`config.mk`:
```
export PLATFORM = sky130hd
export DESIGN_NAME = fir_root_stream
export DESIGN_NICKNAME = d
export VERILOG_FILES = /design/src/rtl/fir_root_stream.sv
export SDC_FILE = /design/constraint.sdc
export NUM_CORES = 1
export LEC_CHECK = 0
export CAP_MARGIN = 5
export CORE_ASPECT_RATIO = 2
export CORE_MARGIN = 2
export CORE_UTILIZATION = 40
export CTS_BUF_LIST = sky130_fd_sc_hd__clkbuf_16
export DETAILED_ROUTE_END_ITERATION = 12
export HOLD_SLACK_MARGIN = 0.15
export PLACE_DENSITY_LB_ADDON = 0.1
export REMOVE_ABC_BUFFERS = 1
export SLEW_MARGIN = 20
export SYNTH_ARGS = -nofsm -noshare
export SYNTH_HDL_FRONTEND = slang
export SYNTH_SLANG_ARGS = --single-unit
```
`constraint.sdc`:
```
create_clock -name clk -period 11 [get_ports clk]
set_input_delay 1.65 -clock clk [delete_from_list [all_inputs] [get_ports clk]]
set_output_delay 1.65 -clock clk [all_outputs]
set_load 0.05 [all_outputs]
```
`src/rtl/fir_root_stream.sv`:
```
// fir_root_stream: streaming TAPS-tap direct-form FIR, saturated to OW bits,
// followed by a sequential restoring integer square root (one root bit/cycle).
// Ports:
//   clk, Rst                 clock, async active-high reset
//   in_valid/in_ready/Data_i input sample handshake
//   coef_we/addr/data        runtime coefficient write port
//   out_valid/out_ready      result handshake
//   FIRout/FIRsat            saturated FIR result and clamp flag
//   ROOTout/ROOTrem          floor(sqrt(FIRout)) and remainder
module fir_root_stream #(
  parameter int DW    = 8,
  parameter int CW    = 8,
  parameter int TAPS  = 7,
  parameter int OW    = 8,
  parameter int SHIFT = 0,
  localparam int AW   = $clog2(TAPS),
  localparam int N    = OW / 2
) (
  input  logic          clk,
  input  logic          Rst,
  input  logic          in_valid,
  output logic          in_ready,
  input  logic [DW-1:0] Data_i,
  input  logic          coef_we,
  input  logic [AW-1:0] coef_addr,
  input  logic [CW-1:0] coef_data,
  output logic          out_valid,
  input  logic          out_ready,
  output logic [OW-1:0] FIRout,
  output logic          FIRsat,
  output logic [N-1:0]  ROOTout,
  output logic [N:0]    ROOTrem
);

  localparam int ACC  = DW + CW + AW;
  localparam int PW   = DW + CW;
  localparam int CNTW = $clog2(N) + 1;

  localparam logic [ACC-1:0] MAXV =
    {{(ACC-OW){1'b0}}, {OW{1'b1}}};
  localparam logic [AW:0] TAPS_L = (AW+1)'(TAPS);
  localparam logic [CNTW-1:0] LAST = CNTW'(N - 1);

  typedef enum logic [1:0] {
    IDLE,
    FILT,
    ROOT,
    HOLD
  } state_t;

  state_t state;

  logic [DW-1:0] x [TAPS];
  logic [CW-1:0] c [TAPS];

  logic [OW-1:0]   rad;
  logic [N:0]      rem;
  logic [N-1:0]    root;
  logic [CNTW-1:0] cnt;
  logic [OW-1:0]   fir_q;
  logic            sat_q;

  logic            accept;
  logic [ACC-1:0]  acc;
  logic [ACC-1:0]  sh;
  logic [OW-1:0]   fir_d;
  logic            sat_d;

  logic [N+2:0]    rem_t;
  logic [N+2:0]    trial;
  logic            ge;
  logic [N+2:0]    rem_w;
  logic [N:0]      rem_n;
  logic [N:0]      root_w;
  logic [N-1:0]    root_n;

  assign in_ready = (state == IDLE) ||
                    ((state == HOLD) && out_ready);
  assign accept   = in_valid && in_ready;

  always_comb begin
    logic [PW-1:0] p;
    acc = '0;
    p   = '0;
    for (int i = 0; i < TAPS; i++) begin
      p   = PW'(x[i]) * PW'(c[i]);
      acc = acc + {{AW{1'b0}}, p};
    end
    sh    = acc >> SHIFT;
    sat_d = (sh > MAXV);
    fir_d = sat_d ? {OW{1'b1}} : sh[OW-1:0];
  end

  // Restoring step: bring down the next two radicand bits and
  // try to subtract 4*root+1.
  always_comb begin
    rem_t  = {rem, rad[OW-1 -: 2]};
    trial  = {1'b0, root, 2'b01};
    ge     = (rem_t >= trial);
    rem_w  = ge ? (rem_t - trial) : rem_t;
    rem_n  = rem_w[N:0];
    root_w = {root, ge};
    root_n = root_w[N-1:0];
  end

  always_ff @(posedge clk or posedge Rst) begin
    if (Rst) begin
      state     <= IDLE;
      for (int i = 0; i < TAPS; i++) begin
        x[i] <= '0;
        c[i] <= '0;
      end
      c[0]      <= CW'(1);
      rad       <= '0;
      rem       <= '0;
      root      <= '0;
      cnt       <= '0;
      fir_q     <= '0;
      sat_q     <= 1'b0;
      out_valid <= 1'b0;
      FIRout    <= '0;
      FIRsat    <= 1'b0;
      ROOTout   <= '0;
      ROOTrem   <= '0;
    end else begin
      if (coef_we && ({1'b0, coef_addr} < TAPS_L))
        c[coef_addr] <= coef_data;

      if (accept) begin
        for (int i = TAPS - 1; i > 0; i--)
          x[i] <= x[i-1];
        x[0] <= Data_i;
      end

      unique case (state)
        IDLE: begin
          if (in_valid)
            state <= FILT;
        end
        FILT: begin
          fir_q <= fir_d;
          sat_q <= sat_d;
          rad   <= fir_d;
          rem   <= '0;
          root  <= '0;
          cnt   <= '0;
          state <= ROOT;
        end
        ROOT: begin
          rad  <= rad << 2;
          rem  <= rem_n;
          root <= root_n;
          cnt  <= cnt + CNTW'(1);
          if (cnt == LAST) begin
            FIRout    <= fir_q;
            FIRsat    <= sat_q;
            ROOTout   <= root_n;
            ROOTrem   <= rem_n;
            out_valid <= 1'b1;
            state     <= HOLD;
          end
        end
        HOLD: begin
          if (out_ready) begin
            out_valid <= 1'b0;
            state     <= in_valid ? FILT : IDLE;
          end
        end
        default: state <= IDLE;
      endcase
    end
  end

endmodule

```
After elaboration in Yosys (flattened, before gate mapping) --
Index checks and enable logic that the tools add are counted. W data, S select, Z words.
Storage, ports and cells: bits in registers 162, input port bits 24, output and inout bits 20, logic and storage cells 82
Operators by class: add/sub/neg operators 8, multipliers 7, order comparisons 5, equal/unequal tests 7, mux-type cells 17, bitwise operators 1, reduce and logical (&&, ||, !) cells 11
Operator list (number):
- $mul A8 B8 Y16 | 7
- $add A19 B16 Y19 | 3
- $bwmux W56 | 1
- $demux W8 S3 | 1
- $add A18 B16 Y19 | 1
- $gt A19 B8 Y1 const B | 1
- $add A17 B16 Y18 | 1
- $add A16 B16 Y17 | 1
- $mux W8 | 2
- $pmux W8 S2 | 1
- $pmux W5 S2 | 1
- $pmux W2 S4 | 1
- $pmux W4 S2 | 1
- $ge A7 B6 Y1 | 1
- $mux W2 | 3
- $ne A2 B2 Y1 const B | 3
- $pmux W3 S2 | 1
- $reduce_and A3 Y1 | 2
- $mux W5 | 1
- $sub A5 B5 Y5 | 1
- $eq A2 B2 Y1 const B | 2
- $ge A4 B4 Y1 const B | 1
- $logic_and A1 B1 Y1 | 4
- $lt A4 B1 Y1 const B | 1
- 11 further kinds | 14

Logic depth before layout (Yosys ltp) --
Gate-level depths: netlist of run 1.
word-level depth 10, depth in mapped cells 29

Least setup slack after synthesis of run 1 --
No wires, ideal clock.
path type reg-to-reg, from register x[51] (netlist bit), to register fir_q[0], setup time 0.143 ns, arrival time 7.450 ns, required time 10.857 ns, path slack 3.407 ns, stages on the path, launching flop included 27, path buffers 2, path through dfrtp_1 > clkbuf_1 > and2_1 > fa_1 > inv_1 > fa_1 > fa_1 > inv_1 > fa_1 > inv_1 > fa_1 > fa_1 > inv_1 > fa_1 > fa_1 > inv_1 > fa_1 > inv_1 > ha_1 > a21oi_1 > o211ai_1 > a211oi_1 > a41oi_1 > a2111o_1 > nor4_4 > buf_6 > a31oi_1
Between the ends: word-level cells in the longest chain between the ends 9
Ends and longest elaborated chain:
- from (decl) | RTL line 53 | logic [DW-1:0] x [TAPS];
- from (signal, indexed assignment) | RTL line 131 | x[i] <= x[i-1];
- $mul A8 B8 Y16 | RTL line 86 | p = PW'(x[i]) * PW'(c[i]);
- $add A16 B16 Y17 | RTL line 87 | acc = acc + {{AW{1'b0}}, p};
- $add A17 B16 Y18 | RTL line 87
- $add A18 B16 Y19 | RTL line 87
- $add A19 B16 Y19 (3 in series) | RTL line 87
- $gt A19 B8 Y1 | RTL line 90 | sat_d = (sh > MAXV);
- $mux W8 | RTL line 91 | fir_d = sat_d ? {OW{1'b1}} : sh[OW-1:0];
- to (signal assigned) | RTL line 141 | fir_q <= fir_d;
- to (decl) | RTL line 60 | logic [OW-1:0] fir_q;
No other way between the ends. A chain may end at the register's enable or synchronous reset.

Worst setup path in the final report of run 1 --
from register x[54] (netlist bit), to register rad[3]
Between the ends: word-level cells in the longest chain between the ends 10
Ends and longest elaborated chain:
- $mul A8 B8 Y16 | RTL line 86
- $add A16 B16 Y17 | RTL line 87
- $add A17 B16 Y18 | RTL line 87
- $add A18 B16 Y19 | RTL line 87
- $add A19 B16 Y19 (3 in series) | RTL line 87
- $gt A19 B8 Y1 | RTL line 90
- $mux W8 | RTL line 91
- $pmux W8 S2 | RTL line 135 | unique case (state)
- to (signal assigned) | RTL line 143 | rad <= fir_d;
- to (signal assigned) | RTL line 150 | rad <= rad << 2;
- to (decl) | RTL line 56 | logic [OW-1:0] rad;
No other way between the ends.

==> results.json, run 1 <==
{
  "place.port_buffers": 43,
  "setup.worst_path.class": "flop to flop",
  "antenna_violations_before_repair": 0,
  "die_width_um": 171.8,
  "number_of_enable_flip_flop_cells_after_synthesis": 0,
  "crit_required_ns": 11.30,
  "dr.pass1.iters": 7,
  "drtAntennaViolNets": 0,
  "buf_inv_stages_crit_path": 7,
  "initial_utilization": 0.4020,
  "largest_family_of_logic_cells_by_synthesized_area": "adder cells",
  "synth.top_cells.by_count": "568 x inv_1, 414 x fa_1, 301 x and2_1",
  "cts.path.max_buffers": 2,
  "drive_gt1_frac": 0.07596,
  "critical-path-max-stage-delay_ns": 0.77,
  "synthesis.area_per_instance_um2": 10.19,
  "multiInputGateArea_mm2": 0.01612,
  "hpwl_um": 55830,
  "cts_hold_repair.buffers": 0,
  "synth_compound_area_frac": 0.03256,
  "synth_top_flop_cell": "dfrtp_1",
  "wl_per_cell_um": 22.04,
  "finalCritPeriodShare": 0.7989,
  "transition_at_the_pin_with_the_smallest_max_transition_slack_ns": 0.9576,
  "critical_path.slowest_cell": "nor4_4",
  "synthSimpleGateAreaFrac": 0.1287,
  "cts_sinks": 162,
  "synth.yosys.warnings": 0,
  "finalSetupTns_ns": 0,
  "cts.repair_timing.setup_buffer_count": 0,
  "clock_tree.htree_level_count": 4,
  "fillCellCount": 5587,
  "async_flop_share": 1.000,
  "layout_setup_ws_ns": 2.212,
  "min_period_ns": 8.788,
  "yosysTopAreaCell": "fa_1",
  "synth-xor-area-share": 0.004667,
  "synth_cells": 2211,
  "synth-adder-area-share": 0.4847,
  "final_net_count": 2873,
  "count_of_antenna_diodes_in_the_layout": 0,
  "first_global_vias": 17020,
  "synthMostInstantiatedCell": "inv_1",
  "overflow": 0,
  "cp_top_family": "adder cells",
  "gp_congestion": 0.8648,
  "synthToLayoutAreaGrowth_pct": 8.044,
  "hold_path_class": "flop to flop",
  "pin_count": 44,
  "critPathMostFrequentCell": "fa_1",
  "rows": 123,
  "grt_max_degree": 67,
  "max_cap_violations": 0,
  "synthDistinctLibCells": 49,
  "clock_transition_at_path_regs_ns": 0.08,
  "slew_headroom": 0.3616,
  "crit_path_end_kind": "flop",
  "post_synth_mux_area_share": 0.06461,
  "hold_viol": 0,
  "yosys_register_bits": 162,
  "routed-via-count": 14710,
  "dieArea_mm2": 0.05833,
  "sequential_cell_area_mm2": 0.004055,
  "route.detailed.drc": 0,
  "design.core.area_mm2": 0.05602,
  "synth_top_area_frac": 0.3680,
  "post_synth_main_area_contributors": "fa_1 37%, dfrtp_1 18%, ha_1 12%, inv_1 9.5%, and2_1 8.4%",
  "clk_latency_ns": 0.49,
  "finalMaxSlewViolations": 0,
  "critPathLaunchType": "flop",
  "track_usage": 0.2432,
  "layout.cells.non_filler": 2988,
  "syn_area_mm2": 0.02252,
  "dr.first_iter.drc_count": 553,
  "cts_inserted_buffers": 17,
  "final-setup-viol-count": 0,
  "number_of_instances_resized_during_post_cts_repair": 0,
  "run_status": "complete, no violations",
  "vias_per_cell": 4.921,
  "dp_cells": 2956,
  "tritoncts_clock_tree": "done",
  "preCtsSetupSlack_ns": 2.224,
  "timing.critical_path.fanout_max": 17,
  "post_detailed_routing_wire_length_um": 65860,
  "clock_tree_root_buffer_cell": "clkbuf_16",
  "cp_data_arrival_time_ns": 9.09,
  "synth-seq-area-share": 0.1801,
  "rsz0062_at_grt": "false",
  "grt_first_pass_wirelength_um": 102600,
  "clk_skew_ns": 0.01527,
  "timing_limited_maximum_frequency_mhz": 113.8,
  "chipHeight_um": 339.6
}
## area by class of cell
type	count	area share
Multi-Input combinational cell	1423	0.6623
Sequential cell	162	0.1666
Inverter	568	0.08782
Tap cell	750	0.03856
Timing Repair Buffer	53	0.02077
Clock buffer	17	0.01748
Clock inverter	15	0.006427
## metrics by stage
stage          utilization  instance area, um2  hold slack (ns)
2_1_floorplan            -               22300           0.4554
3_3_place_gp        0.4239               23750           0.4653
3_5_place_dp        0.4239               23750           0.4697
4_1_cts             0.4343               24330           0.4857
5_1_grt             0.4344               24330           0.5099
6_report            0.4344               24330           0.4801
## logic make-up after synthesis
| kind of cell | Yosys count |
|---|---|
| buf+inv | 626 |
| fa+ha+maj | 624 |
| simple gates | 544 |
| flops | 162 |
| mux | 130 |
| compound gates | 113 |
| xor+xnor | 12 |
## routing by layer
| metal | up-vias | wire, um | global-route usage |
|---|---|---|---|
| met5 | - | 0 | 0 |
| met4 | 0 | 4436 | 0.1423 |
| met3 | 102 | 1224 | 0.02600 |
| met2 | 251 | 37300 | 0.4664 |
| met1 | 7736 | 22900 | 0.2477 |
| li1 | 6616 | - | - |
## worst reg2reg max path: stages, from the launching register on
cell and delay [ns]:
dfrtp_1 0.76, nand2_1 0.18, fa_1 0.57, inv_1 0.05, fa_1 0.51, inv_1 0.05, fa_1 0.50, inv_1 0.08
fa_1 0.56, inv_1 0.07, fa_1 0.49, fa_1 0.51, inv_1 0.06, fa_1 0.49, fa_1 0.50, inv_1 0.05
fa_1 0.47, inv_1 0.04, ha_1 0.33, a21oi_1 0.25, o211ai_1 0.25, a211oi_1 0.27, a41oi_1 0.09, a2111o_1 0.47
nor4_4 0.77, a41oi_1 0.21
## final timing paths
| path | slack, ns | end | startpoint | cells past startpoint |
|---|---|---|---|---|
| max | 2.21 | rad[3] | x[54] | 25 |
| min | 0.48 | ROOTrem[4] | ROOTrem[4] | 2 |
| max reg2reg | 2.21 | rad[3] | x[54] | 25 |
| min reg2reg | 0.48 | ROOTrem[4] | ROOTrem[4] | 2 |
| max in group asynchronous | 8.03 | c[0] | Rst | 3 |
| min in group asynchronous | 1.59 | c[44] | Rst | 2 |
## cells in the final DEF, fill, tap and decap left out, drive strengths merged, types with 9 or more instances in the layout
cell type and instances:
mux2 123, and2 301, ha 210, nand2b 9
a31oi 11, a21oi 22, dfrtp 161, xnor2 9
o21a 9, inv 573, nor2 22, fa 414
nand2 184, clkbuf 17, buf 10, o21ai 33
clkdlybuf4s50 43
## registers in the layout, summed over array words and instances (netlist names), 2 cells and up
register,count
c,56
x,56
ROOTout,4
fir_q,8
rad,8
cnt,3
root,4
rem,5
FIRout,8
state,2
ROOTrem,5
Power of run 1 is not shown: default switching activity piles up to over one toggle a cycle in this logic, so the estimate is an artifact.
==> run 2: changes to the inputs <==
==> constraint.sdc (replaced) <==
create_clock -name clk -period 7.5 [get_ports clk]
set_input_delay 1.125 -clock clk [delete_from_list [all_inputs] [get_ports clk]]
set_output_delay 1.125 -clock clk [all_outputs]
set_load 0.05 [all_outputs]
==> results.json, run 2 (same netlist as run 1, synthesis figures left out) <==
{
  "run_status": "finished with violations",
  "clk_skew_ns": 0.01804,
  "tritoncts_clock_tree": "done",
  "route.detailed.drc": 0,
  "critical_path.slowest_cell": "fa_1",
  "drtAntennaViolNets": 0,
  "clk_latency_ns": 0.48,
  "crit_required_ns": 7.78,
  "dr.pass1.iters": 5,
  "dr.first_iter.drc_count": 734,
  "failed_checks": "negative setup slack",
  "routed-via-count": 15640,
  "slew_headroom": 0.1608,
  "layout.cells.non_filler": 3235,
  "layout_setup_ws_ns": -0.2502,
  "r2r-start": "x[12]",
  "vias_per_cell": 4.836,
  "finalSetupTns_ns": -3.557,
  "final_net_count": 3119,
  "timing_limited_maximum_frequency_mhz": 129.0,
  "rsz0062_at_grt": "true",
  "preCtsSetupSlack_ns": -0.3414,
  "setup.worst_path.class": "flop to flop",
  "cp_data_arrival_time_ns": 8.03,
  "cts_inserted_buffers": 17,
  "finalCritPeriodShare": 1.033,
  "die_width_um": 171.8,
  "layout_common_cells": "558 x inv_1, 403 x fa_1, 294 x and2_1",
  "hpwl_um": 59280,
  "dieArea_mm2": 0.05833,
  "critPathMostFrequentCell": "fa_1",
  "layout_commonest_cell": "inv_1",
  "clock_tree_root_buffer_cell": "clkbuf_16",
  "crit_path_end_kind": "flop",
  "clock_transition_at_path_regs_ns": 0.08,
  "max_cap_violations": 0,
  "rows": 123,
  "pin_count": 44,
  "grt_max_degree": 132,
  "fillCellCount": 5360,
  "critical-path-max-stage-delay_ns": 0.59,
  "synthToLayoutAreaGrowth_pct": 18.38,
  "clock_tree.htree_level_count": 4,
  "hold_viol": 0,
  "antenna_violations_before_repair": 1,
  "initial_utilization": 0.4020,
  "critPathLaunchType": "flop",
  "track_usage": 0.2511,
  "first_global_vias": 17820,
  "grt_first_pass_wirelength_um": 105800,
  "timing.critical_path.fanout_max": 6,
  "transition_at_the_pin_with_the_smallest_max_transition_slack_ns": 1.259,
  "drive_gt1_frac": 0.1981,
  "overflow": 0,
  "post-route-cell-area_mm2": 0.02666,
  "dp_cells": 3192,
  "wl_per_cell_um": 21.28,
  "postPlaceCellArea_mm2": 0.02557,
  "post_detailed_routing_wire_length_um": 68830,
  "chipHeight_um": 339.6,
  "design.core.area_mm2": 0.05602,
  "finalMaxSlewViolations": 0,
  "registers_with_the_most_flip_flops": "c: 56 flops, x: 56 flops",
  "hold_path_class": "flop to flop",
  "beginning_of_the_critical_path": "x[12]",
  "cts.path.max_buffers": 2,
  "min_from": "FIRsat",
  "gp_congestion": 0.8798,
  "place.port_buffers": 43,
  "min_period_ns": 7.750,
  "cts_sinks": 162,
  "final-setup-viol-count": 17
}
run 2: path summary, 6_finish.rpt:
path | slack [ns] | depth (start not counted) | end
min in group asynchronous | 1.01 | 2 | out_valid
max in group asynchronous | 5.13 | 3 | x[20]
min reg2reg | 0.48 | 2 | FIRsat
max | -0.25 | 26 | rad[2]
max reg2reg | -0.25 | 26 | rad[2]
min | 0.48 | 2 | FIRsat
run 2: per-layer routing:
metal	track usage	routed length [um]
met5	0	0
met4	0.1539	4777
met3	0.01924	1093
met2	0.4913	39980
met1	0.2486	22970
run 2: layout make-up:
class | count | area [um2] | share of cell area
clock buffers | 17 | 425.4 | 0.01596
clock inverters | 14 | 168.9 | 0.006336
repair buffers | 299 | 2455 | 0.09208
flip-flops and latches | 162 | 4073 | 0.1528
inverters | 568 | 2137 | 0.08016
diodes | 2 | 5.005 | 0.0001877
multi-input cells | 1423 | 16460 | 0.6173
well taps | 750 | 938.4 | 0.03520
run 2: timing repair:
item / 4_1_cts / 5_1_grt
buffers inserted: 6 / 2
resized for setup: 42 / 46
gates cloned: 1 / 1
hold buffers: 0 / 0
endpoints found under the setup margin: 17 / 17
pin swaps: 5 / 29
run 2: through the flow:
step / hold WS, ns / util
after global placement: 0.4649 / 0.4564
after global routing: 0.5029 / 0.4758
after CTS: 0.4873 / 0.4710
final: 0.4793 / 0.4759
after detailed placement: 0.4693 / 0.4564
after floorplan: 0.4554 / -
run 2: worst max-delay path, delay by kind of cell (launching register included):
family	cells	cell delay, ns
AO/OA/AOI/OAI	6	0.98
adder cells (fa/ha/maj)	10	4.84
buffers and inverters	8	0.81
flip-flops	1	0.46
AND/OR/NAND/NOR	2	0.46
Power of run 2 is left out for the same reason.
